$ cat config.mk
export PLATFORM = sky130hd
export DESIGN_NAME = ws2811_frame_streamer
export DESIGN_NICKNAME = d
export VERILOG_FILES = /design/src/rtl/ws2811_pkg.sv /design/src/rtl/ws2811_brightness_scaler.sv /design/src/rtl/ws2811_frame_streamer.sv
export SDC_FILE = /design/constraint.sdc
export NUM_CORES = 1
export LEC_CHECK = 0
export BUFFER_PORTS_ARGS = -buffer_cell sky130_fd_sc_hd__buf_2
export CORE_ASPECT_RATIO = 0.6
export CORE_MARGIN = 2
export CORE_UTILIZATION = 55
export CTS_CLUSTER_SIZE = 10
export DETAILED_ROUTE_END_ITERATION = 10
export PLACE_DENSITY = 0.84
export SETUP_SLACK_MARGIN = 0.05
export SLEW_MARGIN = 20
export SYNTH_ARGS = -nofsm -noshare
export SYNTH_HDL_FRONTEND = slang
export SYNTH_SLANG_ARGS = --single-unit
$ cat constraint.sdc
create_clock -name clkIN -period 4 [get_ports clkIN]
set_input_delay 0.8 -clock clkIN [delete_from_list [all_inputs] [get_ports clkIN]]
set_output_delay 0.8 -clock clkIN [all_outputs]
set_load 0.005 [all_outputs]
$ cat src/rtl/ws2811_pkg.sv
// Shared types for the WS2811 frame streamer: FSM state encoding, GRB pixel
// word layout and the latch-gap length helper.
package ws2811_pkg;

    typedef enum logic [2:0] {
        IDLE,
        FETCH,
        LOAD,
        SEND,
        WAIT_ACK,
        WAIT_DONE,
        LATCH
    } state_e;

    typedef struct packed {
        logic [7:0] g;
        logic [7:0] r;
        logic [7:0] b;
    } grb_t;

    // Clamped to one cycle so a tiny clock or gap still produces a done pulse.
    function automatic int unsigned latch_cycles(input int unsigned clock_speed,
                                                 input int unsigned latch_us);
        int unsigned n;
        n = (clock_speed / 1_000_000) * latch_us;
        return (n == 0) ? 1 : n;
    endfunction

endpackage

$ cat src/rtl/ws2811_brightness_scaler.sv
// Combinational per-channel brightness scaling: c_out = (c * (brightness + 1)) >> 8.
// brightness 255 leaves the word untouched, brightness 0 blanks it.
module ws2811_brightness_scaler
    import ws2811_pkg::*;
(
    input  grb_t       pix_in,
    input  logic [7:0] bright_in,
    output grb_t       pix_out
);

    logic [8:0] gain;

    function automatic logic [7:0] scale_chan(input logic [7:0] c, input logic [8:0] k);
        return 8'((16'(c) * 16'(k)) >> 8);
    endfunction

    // One 8x9 multiply per colour channel.
    always_comb begin
        gain      = 9'(bright_in) + 9'd1;
        pix_out.g = scale_chan(pix_in.g, gain);
        pix_out.r = scale_chan(pix_in.r, gain);
        pix_out.b = scale_chan(pix_in.b, gain);
    end

endmodule

$ cat src/rtl/ws2811_frame_streamer.sv
// WS2811 frame streamer: walks a pixel memory, hands each GRB word to the
// serial transmitter, then holds the line low for the latch gap.
// Optional brightness scaling is enabled with WS2811_FRAME_STREAMER_BRIGHTNESS_EN.
//
//   state     | meaning
//   ----------+-------------------------------------------------------------
//   IDLE      | waiting for frameStartIN
//   FETCH     | address presented, waiting one cycle for memory read data
//   LOAD      | capture (optionally scaled) pixel word into txDataOUT
//   SEND      | wait for transmitter idle, then pulse txStartOUT
//   WAIT_ACK  | wait for transmitter to report busy
//   WAIT_DONE | wait for transmitter to finish; next pixel or latch gap
//   LATCH     | down-count latch gap, pulse frameDoneOUT on the last cycle
module ws2811_frame_streamer
    import ws2811_pkg::*;
#(
    parameter int UNITS_NUMBER = 100,
    parameter int CLOCK_SPEED  = 50_000_000,
    parameter int LATCH_US     = 60,
    // A single-pixel frame still needs a one-bit address port.
    localparam int AW = (UNITS_NUMBER > 1) ? $clog2(UNITS_NUMBER) : 1
) (
    input  logic          clkIN,
    input  logic          resetIN,
    input  logic          frameStartIN,
    output logic          frameBusyOUT,
    output logic          frameDoneOUT,
    output logic [AW-1:0] pixelAddrOUT,
    input  logic [23:0]   pixelDataIN,
`ifdef WS2811_FRAME_STREAMER_BRIGHTNESS_EN
    input  logic [7:0]    brightnessIN,
`endif
    output logic          txStartOUT,
    output logic [23:0]   txDataOUT,
    input  logic          txBusyIN
);

    localparam int unsigned    LATCH_CYCLES = latch_cycles(CLOCK_SPEED, LATCH_US);
    localparam int             LW           = $clog2(LATCH_CYCLES + 1);
    localparam logic [AW-1:0]  LAST_PIX     = AW'(UNITS_NUMBER - 1);
    localparam logic [LW-1:0]  LATCH_LOAD   = LW'(LATCH_CYCLES - 1);

    state_e        state_q, state_d;
    logic [AW-1:0] pix_cnt_q, pix_cnt_d;
    logic [LW-1:0] latch_cnt_q, latch_cnt_d;
    grb_t          tx_data_q, tx_data_d;
    logic          tx_start_q, tx_start_d;

    grb_t          mem_word;
    grb_t          load_word;

    assign mem_word = pixelDataIN;

`ifdef WS2811_FRAME_STREAMER_BRIGHTNESS_EN
    ws2811_brightness_scaler u_scaler (
        .pix_in   (mem_word),
        .bright_in(brightnessIN),
        .pix_out  (load_word)
    );
`else
    assign load_word = mem_word;
`endif

    // Next-state and datapath updates; txStartOUT is registered so it can
    // only ever last one cycle (SEND always exits to WAIT_ACK).
    always_comb begin
        state_d     = state_q;
        pix_cnt_d   = pix_cnt_q;
        latch_cnt_d = latch_cnt_q;
        tx_data_d   = tx_data_q;
        tx_start_d  = 1'b0;
        case (state_q)
            IDLE: begin
                if (frameStartIN) begin
                    pix_cnt_d = '0;
                    state_d   = FETCH;
                end
            end
            FETCH: state_d = LOAD;
            LOAD: begin
                tx_data_d = load_word;
                state_d   = SEND;
            end
            SEND: begin
                if (!txBusyIN) begin
                    tx_start_d = 1'b1;
                    state_d    = WAIT_ACK;
                end
            end
            WAIT_ACK: begin
                if (txBusyIN) state_d = WAIT_DONE;
            end
            WAIT_DONE: begin
                if (!txBusyIN) begin
                    if (pix_cnt_q == LAST_PIX) begin
                        latch_cnt_d = LATCH_LOAD;
                        state_d     = LATCH;
                    end else begin
                        pix_cnt_d = pix_cnt_q + 1'b1;
                        state_d   = FETCH;
                    end
                end
            end
            LATCH: begin
                if (latch_cnt_q == '0) state_d = IDLE;
                else                   latch_cnt_d = latch_cnt_q - 1'b1;
            end
            default: state_d = IDLE;
        endcase
    end

    // State and datapath registers with synchronous reset.
    always_ff @(posedge clkIN) begin
        if (resetIN) begin
            state_q     <= IDLE;
            pix_cnt_q   <= '0;
            latch_cnt_q <= '0;
            tx_data_q   <= '0;
            tx_start_q  <= 1'b0;
        end else begin
            state_q     <= state_d;
            pix_cnt_q   <= pix_cnt_d;
            latch_cnt_q <= latch_cnt_d;
            tx_data_q   <= tx_data_d;
            tx_start_q  <= tx_start_d;
        end
    end

    assign frameBusyOUT = (state_q != IDLE);
    assign frameDoneOUT = (state_q == LATCH) && (latch_cnt_q == '0);
    assign pixelAddrOUT = pix_cnt_q;
    assign txStartOUT   = tx_start_q;
    assign txDataOUT    = tx_data_q;

endmodule
==> impl_summary.txt <==
----------------------------------------------------
[Die]
  Initial Util ... 0.587
  Width of the die ... about 86 microns
  Full die area ... approximately 0.0045 sq mm
  Core outline area ... between 0.003 and 0.004 sq mm
  Chip height ... 53.0 microns
  IO Count ... 62
  Std-Cell Rows ... 17

[STA]
  Final worst path period need ... ~2700 ps
  Final hold slack ... 453 ps
  Slew HR ... 0.340
  Clock Skew ... around 5.3 ps
  Setup slack of the critical path after layout ... 1280 ps
  Setup repair after global routing missed its margin ... false
  Post-Route Setup TNS ... 0 ps
  Final Hold Violating Endpoints ... 0
  Number of setup violations in the final report ... 0
  Max frequency ... about 370 MHz
  Max-slew violation total from the final report ... 0
  Share of the clock period used by the worst path after layout ... 0.679
  Transition time of the tightest slew-check pin ... slightly below 1000 ps

[Clock tree]
  Post-CTS Setup Inserts ... 0
  CTS tree ... done
  Maximum buffer depth of the clock tree ... 2
  Clock tree root driver cell ... clkbuf_8
  Post-cts gate resize count ... 0
  Total CTS buffers ... 5
  Total number of clock tree sinks ... 47
  CTS hold repair buffers ... 0
  H-tree depth ... 2
  Register clock-pin slew on the reported worst setup and hold paths ... approximately 90 ps
  Insertion delay to the later sink of the worst-skew pair ... around 300 ps

[Global routing]
  Largest net degree at the start of global routing ... 40
  Remaining global-route overflow ... 0
  Via count of the first global-routing pass ... 1803
  Total global-route track usage ... 0.235
  Antenna violations before repair ... 0
  Global-route wire length before repair ... about 8.3 mm

[Detailed routing]
  Remaining antenna violation count after routing ... 0
  Total vias in the final route ... 2066
  1st-pass router iterations ... 4
  Routed wire length ... 5.12 mm
  DR vias/cell ... approximately 5.7
  DRC marker count from the first detailed-route iteration ... roughly 170
  Final routed wire length divided by cell count ... between 10 and 15 microns
  Post-route DRC violation count ... 0

[Place]
  DPL Wire Length ... 3.55 mm
  Global placer's final weighted congestion ... about 0.86
  Count of placed standard cells including taps ... between 300 and 400
  Dpl ws ... about 1600 ps
  Instance area after placement ... about 0.0025 sq mm
  Port Buf Inserts ... 61

[Worst setup path]
  Launch point of the worst path ... latch_cnt_q[2]$_SDFFE_PP0P_
  Reg2reg start ... state_q[1]$_SDFFE_PP0P_
  CP Data Required Time ... 3200 ps
  Data arrival time of the critical path ... between 1500 and 2000 ps
  Category of the worst setup path capture point ... output port
  Class of the most critical setup path ... reg -> out
  Maximum fanout along the worst path ... 11
  Nature of the critical path startpoint ... flop

[Logic synthesis]
  Share of Yosys cell area claimed by the top area cell type ... 0.428
  Unique masters post-synth ... 47
  Post-synthesis cell type with the largest combined area ... dfxtp_1
  Number of warnings reported in the yosys synthesis log ... 0
  Post-synthesis sequential element count ... 47
  Fraction of synthesis flops using an asynchronous set or reset pin ... 0
  Post-Syn Nets ... a little under 300
  Most used DFF post-synth ... dfxtp_1
  Post-synth EDFFs ... 0
  Leading post-synthesis cells by instance count ... 58 x nand2_1, 47 x dfxtp_1, 35 x a21oi_1
  Main area contributors after synthesis ... dfxtp_1 43%, nand2_1 9.9%, a21oi_1 8.0%
  Sequential share of the synthesized area ... 0.428
  Cell area after synthesis ... about 0.0022 sq mm
  Avg Inst Size Synth ... about 8.4 sq um
  Most numerous cell in the Yosys netlist ... nand2_1
  Cell count after synthesis ... roughly 260

[Finish]
  Area of all sequential standard cells ... ~940 sq um
  Final net count ... between 300 and 400
  Multi-input gate area ... around 0.0011 sq mm
  Fin area ... approximately 0.0026 sq mm
  Number of filler cells placed in the layout ... approximately 320
  Number of antenna diodes ... 0
  Fraction of final layout cells with drive strength greater than 1 ... 0.252
  Area Growth Syn to Fin ... 17.8%
  Finished Layout Cells ... approximately 360

[Worst hold path]
  Beginning of the worst hold path ... txDataOUT[17]$_SDFFE_PP0P_
  Hold crit path type ... reg -> reg

[Flow run]
  Maximum Capacitance Violations ... 0

[Pwr]
  Switching part of the total ... 0.250
  Portion of total power attributed to sequential cells ... 0.528
  Switching component of the power ... between 200 and 250 uW
  Design internal power ... around 700 uW
  Total power density per cell area ... approximately 370 mW/mm^2
  Largest vdd supply drop ... ~0.00023 V
  Fraction of power consumed by combinational cells ... 0.116
  Share of power burned in the clock network ... 0.357
  P_leak ... 1.03 nW

[Status]
  Run status ... finished, final reports clean

----------------------------------------------------
final timing paths:
check                               end  slack (ps)  cells past startpoint
max                        frameDoneOUT        1280                      4
min reg2reg  txDataOUT[17]$_SDFFE_PP0P_         450                      2
max reg2reg  txDataOUT[15]$_SDFFE_PP0P_        2010                      3
min          txDataOUT[17]$_SDFFE_PP0P_         450                      2
registers in the layout, indices dropped and copies added (netlist names):
name	cells
txStartOUT	1
txDataOUT	24
latch_cnt_q	12
pixelAddrOUT	7
state_q	3
cell type report:
type,instances,area share
clock buffers,5,0.0266
multi-input cells,191,0.442
clock inverters,2,0.0145
well taps,47,0.0227
flip-flops and latches,47,0.363
repair buffers,62,0.121
inverters,7,0.0101
layout by cell type, fill, tap and decap left out, types with 4 or more instances in the layout:
cell type / count
a211oi_1: 5
a31oi_1: 6
nand3b_1: 4
o21ai_0: 5
nor3_1: 4
buf_2: 61
dfxtp_1: 47
a2111o_1: 5
or4_1: 5
or3_1: 7
inv_1: 7
nand3_1: 7
clkbuf_8: 5
a21oi_1: 35
nand2_1: 58
power groups by stage:
stage	clock, mW	combinational, mW	sequential [mW]
2_1_floorplan	0	0.0727	0.511
3_3_place_gp	0	0.109	0.515
3_5_place_dp	0	0.111	0.516
4_1_cts	0.348	0.112	0.505
5_1_grt	0.366	0.124	0.509
6_report	0.342	0.111	0.505
through the flow:
step,utilization,power [mW]
floorplan,-,0.584
CTS,0.692,0.965
global placement,0.663,0.623
global route,0.692,0.999
detailed placement,0.663,0.626
finish,0.692,0.958
worst max-delay path: stages, from the launching register on:
cell	delay, ps
dfxtp_1	400
nor4_4	440
nand4_1	450
nor2_1	190
buf_2	130
metal layers:
metal / GRT usage / share of wire
met1: 0.323 / 0.49
met2: 0.361 / 0.43
met3: 0.0515 / 0.075
met4: 0.0926 / 0.012
met5: 0 / 0
cells by family (layout without fill, tap and decap cells):
| family | count (synthesis) | after routing | synth area share |
|---|---|---|---|
| and+or+nand+nor | 110 | 110 | 0.264 |
| buffers and inverters | 24 | 76 | 0.0535 |
| DFF | 47 | 47 | 0.428 |
| adders and majority gates | 3 | 3 | 0.0171 |
| AOI/OAI and AO/OA | 78 | 78 | 0.237 |
Power figures use the tool's default switching activity.
